--- src/rtl/code_entry_pkg.sv ---
// Shared types and width helpers for the code entry buffer and its button arbiter.
package code_entry_pkg;

  typedef enum logic {
    ARMED = 1'b0,
    HELD  = 1'b1
  } arb_state_t;

  // ceil(log2(n)), never below 1 so a field always has at least one bit.
  function automatic int clog2_min1(input int n);
    int w;
    w = 1;
    for (int i = 1; i < 32; i++) begin
      if ((1 << (i - 1)) < n) w = i;
    end
    return w;
  endfunction

endpackage

--- src/rtl/code_entry_buf_btn_arbiter.sv ---
// Button arbiter: accepts a single isolated press once, then locks out until every request is released.
module btn_arbiter
  import code_entry_pkg::*;
#(
  parameter  int NUM_REQ = 4,
  localparam int IDX_W   = clog2_min1(NUM_REQ)
) (
  input  logic               clk,
  input  logic               reset,
  input  logic [NUM_REQ-1:0] req,
  output logic               accept,
  output logic [IDX_W-1:0]   idx
);

  arb_state_t state, state_next;
  logic       any_req;
  logic       multi_req;

  // Clearing the lowest set bit leaves something only when two or more bits are set.
  always_comb begin
    any_req   = |req;
    multi_req = |(req & (req - NUM_REQ'(1)));
    idx       = '0;
    for (int i = 0; i < NUM_REQ; i++) begin
      if (req[i]) idx = idx | IDX_W'(i);
    end
  end

  // NOTE: state registers use non-blocking assignments only; comb blocks use blocking.
  always_ff @(posedge clk) begin
    if (reset) state <= HELD;
    else       state <= state_next;
  end

  // NOTE: every output of this block gets a default first, so no latch is inferred.
  always_comb begin
    state_next = state;
    accept     = 1'b0;
    unique case (state)
      ARMED: begin
        if (any_req) begin
          accept     = !multi_req;
          state_next = HELD;
        end
      end
      HELD: begin
        if (!any_req) state_next = ARMED;
      end
      default: state_next = HELD;
    endcase
  end

endmodule

--- src/rtl/code_entry_buf.sv ---
// Code entry buffer: guess and key digit buffers fed by an arbitrated button set, with match detection.
// Optional backspace button: define CODE_ENTRY_BKSP_EN.
module code_entry_buf
  import code_entry_pkg::*;
#(
  parameter  int NUM_SYM  = 4,
  parameter  int CODE_LEN = 4,
  localparam int SYM_W    = clog2_min1(NUM_SYM),
  localparam int CODE_W   = CODE_LEN * SYM_W,
  localparam int CNT_W    = clog2_min1(CODE_LEN + 1)
) (
  input  logic               clk,
  input  logic               reset,
  input  logic [NUM_SYM-1:0] btn,
  input  logic               edit,
  input  logic               clr,
`ifdef CODE_ENTRY_BKSP_EN
  input  logic               bksp,
`endif
  output logic [CODE_W-1:0]  guess,
  output logic [CODE_W-1:0]  key,
  output logic [CNT_W-1:0]   cnt,
  output logic               pressed,
  output logic               guess_done,
  output logic               key_done,
  output logic               match
);

`ifdef CODE_ENTRY_BKSP_EN
  localparam int NUM_REQ = NUM_SYM + 1;
`else
  localparam int NUM_REQ = NUM_SYM;
`endif
  localparam int               IDX_W    = clog2_min1(NUM_REQ);
  localparam logic [CNT_W-1:0] FULL_CNT = CNT_W'(CODE_LEN);
  localparam logic [CNT_W-1:0] ONE_CNT  = CNT_W'(1);

  logic [NUM_REQ-1:0] req;
  logic               accept;
  logic [IDX_W-1:0]   idx;
  logic               is_bksp;
  logic [SYM_W-1:0]   sym;

  logic               edit_q;
  logic [CNT_W-1:0]   guess_cnt;
  logic [CNT_W-1:0]   key_cnt;

  logic [CODE_W-1:0]  act_buf;
  logic [CODE_W-1:0]  act_buf_next;
  logic [CNT_W-1:0]   act_cnt;
  logic [CNT_W-1:0]   act_cnt_next;
  logic               wr_sym;
  logic               fill;

  // Backspace rides on the arbiter as the request just above the symbol buttons.
`ifdef CODE_ENTRY_BKSP_EN
  assign req     = {bksp, btn};
  assign is_bksp = (idx == IDX_W'(NUM_SYM));
`else
  assign req     = btn;
  assign is_bksp = 1'b0;
`endif
  assign sym = SYM_W'(idx);

  btn_arbiter #(
    .NUM_REQ(NUM_REQ)
  ) u_arb (
    .clk   (clk),
    .reset (reset),
    .req   (req),
    .accept(accept),
    .idx   (idx)
  );

  assign act_buf = edit_q ? key : guess;
  assign act_cnt = edit_q ? key_cnt : guess_cnt;
  assign cnt     = act_cnt;

  // clr outranks any accept; a full buffer ignores symbols but still takes backspace.
  always_comb begin
    act_buf_next = act_buf;
    act_cnt_next = act_cnt;
    wr_sym       = 1'b0;
    fill         = 1'b0;
    if (clr) begin
      act_buf_next = '0;
      act_cnt_next = '0;
    end else if (accept && is_bksp) begin
      if (act_cnt != '0) begin
        act_cnt_next = act_cnt - ONE_CNT;
        for (int k = 0; k < CODE_LEN; k++) begin
          if (CNT_W'(k) == act_cnt_next) act_buf_next[k*SYM_W +: SYM_W] = '0;
        end
      end
    end else if (accept && (act_cnt != FULL_CNT)) begin
      wr_sym       = 1'b1;
      act_cnt_next = act_cnt + ONE_CNT;
      fill         = (act_cnt_next == FULL_CNT);
      for (int k = 0; k < CODE_LEN; k++) begin
        if (CNT_W'(k) == act_cnt) act_buf_next[k*SYM_W +: SYM_W] = sym;
      end
    end
  end

  // NOTE: the digit buffers are plain flops, not RAM, so reset clears them directly.
  always_ff @(posedge clk) begin
    if (reset) begin
      edit_q     <= 1'b0;
      guess      <= '0;
      key        <= '0;
      guess_cnt  <= '0;
      key_cnt    <= '0;
      pressed    <= 1'b0;
      guess_done <= 1'b0;
      key_done   <= 1'b0;
      match      <= 1'b0;
    end else begin
      edit_q     <= edit;
      pressed    <= wr_sym;
      guess_done <= fill && !edit_q;
      key_done   <= fill && edit_q;
      match      <= (guess_cnt == FULL_CNT) && (key_cnt == FULL_CNT) && (guess == key);
      if (edit_q) begin
        key     <= act_buf_next;
        key_cnt <= act_cnt_next;
      end else begin
        guess     <= act_buf_next;
        guess_cnt <= act_cnt_next;
      end
    end
  end

endmodule

--- config.mk ---
export PLATFORM = sky130hd
export DESIGN_NAME = code_entry_buf
export DESIGN_NICKNAME = d
export VERILOG_FILES = /design/src/rtl/code_entry_pkg.sv /design/src/rtl/code_entry_buf_btn_arbiter.sv /design/src/rtl/code_entry_buf.sv
export SDC_FILE = /design/constraint.sdc
export NUM_CORES = 1
export LEC_CHECK = 0
export ABC_AREA = 1
export CAP_MARGIN = 40
export CORE_ASPECT_RATIO = 1.2
export CORE_UTILIZATION = 25
export CTS_BUF_LIST = sky130_fd_sc_hd__clkbuf_4
export CTS_CLUSTER_DIAMETER = 40
export DETAILED_ROUTE_END_ITERATION = 8
export PLACE_DENSITY = 0.49
export SLEW_MARGIN = 20
export SYNTH_ARGS = -nofsm -noshare
export SYNTH_HDL_FRONTEND = slang
export SYNTH_SLANG_ARGS = --single-unit
--- constraint.sdc ---
create_clock -name clk -period 2.2 [get_ports clk]
set_input_delay 0.44 -clock clk [delete_from_list [all_inputs] [get_ports clk]]
set_output_delay 0.44 -clock clk [all_outputs]
set_load 0.01 [all_outputs]
==> metrics.md, run 1 <==
| Metric | Value |
|---|---|
| Synth Warn # | 0 |
| Pwr Density | around 550 nW/um^2 |
| Hold Path Depth | 2 |
| Cell Int Power | between 800 and 900 uW |
| H-tree Lvls | 1 |
| Die Wd | roughly 80 um |
| Fmax | roughly 0.47 GHz |
| DR iter-0 viols | 66 |
| Syn Area/Cell | between 7 and 8 um^2 |
| Number of port buffers | 30 |
| Post-route cell area | approximately 2200 um^2 |
| Synthesized-area fraction occupied by adder cells | under 10% |
| Final Critical Period | between 2 and 2.5 ns |
| Clock power share | between 20% and 30% |
| Num CTS Buffers | 3 |
| Syn-to-layout area delta | 27.4% |
| Gate power share | approximately 25% |
| Clk_lat worst skew | 0.34 ns |
| Multiplexer share of the synthesized area | 0% |
| Simple-Gate Fraction of Synth Area | slightly below 30% |
| Worst setup margin | between 0.07 and 0.08 ns |
| Gr ovfl total | 0 |
| Worst setup SP type | flop |
| Fillcell total | between 700 and 800 |
| Root Driver | clkbuf_4 |
| Placeable core region | around 6600 um^2 |
| Avg WL per Cell | 12.4 um |
| Global-route wire length before repair | 7.22 mm |
| Fin. max-slew vios | 0 |
| Worst R2R Path Depth | 12 |
| Gp weighted congestion | 0.831 |
| Critical Path End Type | output port |
| Clock sink count | 28 |
| Hold Vio Cnt, Final | 0 |
| Fraction of layout cells with a size suffix above 1 | about a fifth |
| Post-Syn Nets | between 200 and 300 |
| Syn Std Cell Area | 1730 um^2 |
| Mapped Cells | 236 |
| Number of routed nets with antenna violations | 0 |
| Clock tree from TritonCTS | built |
| I/O pin cnt | 31 |
| Period utilisation layout | a little over nine tenths |
| # rows | 32 |
| Critical Path RT | roughly 1.8 ns |
| Detail Placement HPWL | approximately 3.3 mm |
| Switching Power | about 360 uW |
| RSZ-0062 raised after global routing | false |
| Initial Util | 26.4% |
| Max-Cap Viols | 0 |
| Via-to-Cell Ratio | between 4 and 5 |
| Area after DPL | 2140 um^2 |
| Placement Setup Slack | roughly 0.20 ns |
| Clk_skew | 0.00526 ns |
| Compound-Gate Fraction of Synth Area | between 20% and 30% |
| Die ar. | ~7300 um^2 |
| Library cells used by synthesis | 29 |
| Sequential fraction of the synthesis area | 32.4% |
| Setup_tns | 0 ns |
| Antenna violations before repair | 0 |
| Lkg Pwr | slightly below 0.9 nW |
| Drt drc | 0 |
| Max FO, Critical Path | 4 |
| Status | finished clean |
| Synthesized flop and latch total | 28 |
| HP Class | reg2reg |
| Xor and xnor area share after synthesis | around 2% |
| Post-synth EDFFs | 0 |
| Worst VDD drop | between 300 and 400 uV |
| Final setup violating endpoints | 0 |
| WS Path Type | reg2out |
| Max clock buf depth | 2 |
| Main combinational cell family by area after synthesis | simple AND/OR/NAND/NOR gates |
| Sequential Power Share | a little under half |
| # diodes | 0 |
| Max-slew headroom | 73.7% |
| Slew @ Worst Pin | between 0.3 and 0.4 ns |
| Predominant post-synthesis flop cell | dfxtp_1 |
| Overall Global Routing Usage | 12.6% |
| Post-synth ARST share | 0% |
| Reg clk slew, reported paths | around 0.16 ns |
| Hold_buf cts | 0 |
| Routed WL | between 4 and 5 mm |
| Final #Nets | approximately 280 |
| TritonRoute pass-1 iters | 4 |
| Postcts setup bufs | 0 |
| Switching Fraction | around 30% |
| Arrival time at the worst endpoint | 1.68 ns |
| Via total after detailed routing | ~1600 |
| Vias in the first global route | ~1500 |
| Pin count of the biggest net entering global routing | 25 |
| Die H | just over 90 um |
[area by class of cell]
cell class / count / area, um^2 / share of cell area [%]
multi-input combinational: 171 / 1000 / 45.3
sequential: 28 / 562 / 25.5
timing repair buffer: 42 / 392 / 17.8
tap: 85 / 106 / 4.82
inverter: 24 / 92.6 / 4.20
clock inverter: 1 / 30.0 / 1.36
clock buffer: 3 / 22.5 / 1.02
[through the flow]
stage | util, % | cells | total power, mW | hold slack (ns)
after global routing | 33.6 | 354 | 1.28 | 0.583
after global placement | 32.6 | 350 | 0.874 | 0.529
after CTS | 33.5 | 354 | 1.23 | 0.552
final | 33.6 | 354 | 1.21 | 0.550
after detailed placement | 32.6 | 350 | 0.873 | 0.533
after floorplan | - | 236 | 0.761 | 0.504
[synth_stat cells, types with 4 or more instances]
master    instances  area [um^2]
nand3_2          12          120
nand2_1          49          184
buf_6             4         45.0
clkbuf_1          6         22.5
nand3_1          11         55.1
o21ai_0          32          160
o21ai_2          11         96.3
inv_1            21         78.8
nor2_1            7         26.3
dfxtp_1          28          561
ha_1              6         75.1
a21oi_1          22          110
[flip-flops by register name, summed over array words and instances, names as in the netlist]
name	count
edit_q	1
guess	8
guess_cnt	3
guess_done	1
key	8
key_cnt	3
key_done	1
match	1
pressed	1
u_arb.state	1
[kinds of logic (layout without fill, tap and decap cells)]
kind of cell,after synthesis,after routing
flops,28,28
xor+xnor,4,4
simple gates,94,94
fa+ha+maj,6,6
buf+inv,37,70
compound gates,67,67
[final timing paths]
kind	from	slack, ns	to
min	key_cnt[0]$_SDFFE_PP0P_	0.55	key_cnt[0]$_SDFFE_PP0P_
max reg2reg	edit_q$_SDFF_PP0_	0.32	key[6]$_SDFFE_PP0P_
min reg2reg	key_cnt[0]$_SDFFE_PP0P_	0.55	key_cnt[0]$_SDFFE_PP0P_
max	edit_q$_SDFF_PP0_	0.08	cnt[0]
[metal layers]
metal | GRT usage, % | wire length [um] | vias up
met4 | 4.63 | 46 | 0
met5 | 0 | 0 | -
met1 | 16.0 | 2100 | 720
met3 | 1.46 | 114 | 4
met2 | 22.1 | 2120 | 27
li1 | - | - | 851
[critical path, stage by stage, from the launching register on]
cell and delay [ns]:
dfxtp_2 0.39, inv_4 0.04, or2_1 0.23, o21ai_4 0.10, inv_2 0.09, clkdlybuf4s50_1 0.49
[power by group through the flow]
stage | combinational (mW) | sequential [mW] | clock [mW]
floorplan | 0.188 | 0.573 | 0
global placement | 0.303 | 0.570 | 0
detailed placement | 0.303 | 0.571 | 0
CTS | 0.304 | 0.560 | 0.362
global route | 0.338 | 0.564 | 0.379
finish | 0.303 | 0.560 | 0.349
[cells in the final DEF, fill, tap and decap left out]
cell / synthesis / routed
nand2_2: 3 / 3
buf_4: 1 / 11
nand2_1: 49 / 49
dfxtp_1: 28 / 27
o21ai_4: 0 / 1
nor4_1: 2 / 2
or2_1: 1 / 1
nor3_2: 2 / 2
o21ai_0: 32 / 31
inv_1: 21 / 21
dlygate4sd2_1: 0 / 2
o21ai_1: 0 / 1
a211oi_1: 1 / 1
nand2_4: 1 / 1
bufinv_16: 0 / 1
xnor2_1: 2 / 2
inv_2: 2 / 2
o22ai_1: 1 / 1
clkbuf_4: 0 / 3
nor2_4: 2 / 2
a21oi_1: 22 / 22
xor2_1: 2 / 2
buf_6: 4 / 1
nand4_1: 2 / 2
ha_1: 6 / 6
nand3_1: 11 / 11
nand3_2: 12 / 12
inv_4: 1 / 1
and2_1: 1 / 1
dfxtp_2: 0 / 1
o21ai_2: 11 / 10
nor2_1: 7 / 7
or2_2: 1 / 1
clkdlybuf4s50_1: 0 / 28
[timing repair]
item | CTS | global route
setup endpoints to repair | 2 | 1
gates resized for setup | 5 | 1
endpoints found under the hold margin | 0 | 0
No activity file was read; power rests on OpenSTA's default activity.
==> inputs of run 2 (changes only) <==
--- a/config.mk
+++ b/config.mk
@@ -6,6 +6,7 @@
 export NUM_CORES = 1
 export LEC_CHECK = 0
 export ABC_AREA = 1
+export ABC_CLOCK_PERIOD_IN_PS = 2200
 export CAP_MARGIN = 40
 export CORE_ASPECT_RATIO = 1.2
 export CORE_UTILIZATION = 25
==> results of run 2 <==
Same layout as run 1: the final DEF is identical, and so are final timing and power.
==> inputs of run 3 (changes only) <==
--- a/config.mk
+++ b/config.mk
@@ -13,6 +13,7 @@
 export CTS_BUF_LIST = sky130_fd_sc_hd__clkbuf_4
 export CTS_CLUSTER_DIAMETER = 40
 export DETAILED_ROUTE_END_ITERATION = 8
+export GPL_TIMING_DRIVEN = 0
 export PLACE_DENSITY = 0.49
 export SLEW_MARGIN = 20
 export SYNTH_ARGS = -nofsm -noshare
==> run 3 against run 2 <==
  * Worst setup slack better by 0.0046 ns
  * Largest cell class unchanged
  * Count of clock-buffer cells in the layout unchanged
  * Clock skew up 0.0079 ns
  * Clock power down 38%
  * Fmax up 0.22%
  * Register-to-register slack worse by 0.14 ns
  * Critical path depth up 1
  * Worst hold slack better by 0.0053 ns
  * Sequential share of layout area up 0.25 points
  * Critical endpoint is now cnt[1]
  * Cell count unchanged
==> metrics.md, run 3 (synthesis results as in run 1) <==
| Metric | Value |
|---|---|
| Fin. max-slew vios | 0 |
| TritonRoute pass-1 iters | 4 |
| Gate power share | roughly 28% |
| Hold Vio Cnt, Final | 0 |
| Worst VDD drop | 204 uV |
| Max-slew headroom | about 60% |
| Arrival time at the worst endpoint | about 1.7 ns |
| Area after DPL | between 2000 and 2500 um^2 |
| Syn-to-layout area delta | 25.9% |
| DR iter-0 viols | 87 |
| WS Path Type | reg2out |
| Die H | slightly above 90 um |
| Clock tree from TritonCTS | built |
| Lkg Pwr | ~0.86 nW |
| Hold WS | 0.555 ns |
| Post-layout util | ~33% |
| Crit path from | edit_q$_SDFF_PP0_ |
| Via-to-Cell Ratio | ~4.6 |
| Antenna violations before repair | 0 |
| Number of routed nets with antenna violations | 0 |
| Overall Global Routing Usage | 14.7% |
| Largest regs | guess x8, key x8 |
| Reg clk slew, reported paths | ~0.16 ns |
| Clk_skew | about 0.013 ns |
| Root Driver | clkbuf_4 |
| Detail Placement HPWL | about 3.6 mm |
| Status | finished clean |
| Global-route wire length before repair | a little over 8 mm |
| Hold Path Depth | 2 |
| Fraction of layout cells with a size suffix above 1 | between 10% and 20% |
| Worst R2R Path Depth | 12 |
| Max FO, Critical Path | 10 |
| Commonest cells after routing, fill and taps aside | 48 x nand2_1, 31 x o21ai_0, 28 x dfxtp_1 |
| Vias in the first global route | around 1600 |
| Max clock buf depth | 2 |
| Final setup violating endpoints | 0 |
| Pwr Density | 499 nW/um^2 |
| # rows | 32 |
| Critical Path RT | between 1.5 and 2 ns |
| Period utilisation layout | just under 100% |
| Slew @ Worst Pin | a little over 0.6 ns |
| Num CTS Buffers | 3 |
| # diodes | 0 |
| Gp weighted congestion | around 0.84 |
| Clock sink count | 28 |
| Final #Nets | 285 |
| Routed WL | 5.05 mm |
| Switching Fraction | roughly a third |
| Clock power share | roughly 20% |
| Placeable core region | ~6600 um^2 |
| Final Critical Period | around 2.1 ns |
| Avg WL per Cell | 14.3 um |
| Max-Cap Viols | 0 |
| Hold wc startpoint | key[5]$_SDFFE_PP0P_ |
| Drt drc | 0 |
| Post-route cell area | between 2000 and 2500 um^2 |
| Pin count of the biggest net entering global routing | 15 |
| Sequential Power Share | about half |
| Number of port buffers | 30 |
| Critical Path End Type | output port |
| Gr ovfl total | 0 |
| I/O pin cnt | 31 |
| Fillcell total | 729 |
| Via total after detailed routing | 1632 |
| Fmax | ~0.47 GHz |
| Clk_lat worst skew | 0.33 ns |
| Total power | around 1.1 mW |
| Die Wd | 77.9 um |
| Initial Util | about a quarter |
| RSZ-0062 raised after global routing | false |
| Cell Int Power | around 730 uW |
| HP Class | reg2reg |
| Switching Power | 361 uW |
| Postcts setup bufs | 0 |
| H-tree Lvls | 1 |
| Worst r2r src | edit_q$_SDFF_PP0_ |
| Die ar. | slightly above 7000 um^2 |
| Most common cell after layout, fill and taps aside | nand2_1 |
| Worst setup SP type | flop |
-- run 3: metal layers --
layer  wire, um  track usage [%]
met5          0                0
met4        174             7.72
met3        238             1.56
met2       2370             25.1
met1       2270             18.2
-- run 3: stage by stage --
stage | setup WS, ns | TNS (ns) | std cells
after floorplan | 0.195 | 0 | 236
after global placement | -0.0455 | -0.169 | 351
after detailed placement | -0.0295 | -0.0978 | 351
after CTS | 0.00648 | 0 | 354
after global routing | 0.0104 | 0 | 354
final | 0.0842 | 0 | 354
-- run 3: final cells by class --
| class | count | area, um^2 | area share (%) |
|---|---|---|---|
| buffer | 13 | 85.1 | 3.91 |
| clock buffer | 3 | 22.5 | 1.03 |
| inverter | 24 | 92.6 | 4.25 |
| multi-input combinational | 171 | 1010 | 46.4 |
| sequential | 28 | 561 | 25.7 |
| tap | 85 | 106 | 4.88 |
| timing repair buffer | 30 | 300 | 13.8 |
-- run 3: worst paths after layout --
kind                               to  slack (ns)
hold reg to reg   key[5]$_SDFFE_PP0P_        0.56
setup / recovery               cnt[1]        0.08
setup reg to reg  key[1]$_SDFFE_PP0P_        0.18
hold / removal    key[5]$_SDFFE_PP0P_        0.56
-- run 3: critical path, cell delays in order (launching register included) --
cell and delay (ns):
dfxtp_1 0.36, buf_6 0.14, inv_4 0.08, or2_2 0.30, o21ai_4 0.10, inv_2 0.08
dlygate4sd2_1 0.29
-- run 3: power by group through the flow --
stage                     combinational (mW)  clock [mW]  sequential (mW)
final                                  0.310       0.218            0.560
after global routing                   0.344       0.249            0.564
after CTS                              0.307       0.235            0.559
after detailed placement               0.306           0            0.570
after global placement                 0.306           0            0.570
after floorplan                        0.188           0            0.573
-- run 3: repair_timing --
action	CTS	global route
endpoints found under the setup margin	7	6
hold buffers	0	0
resized for setup	5	4
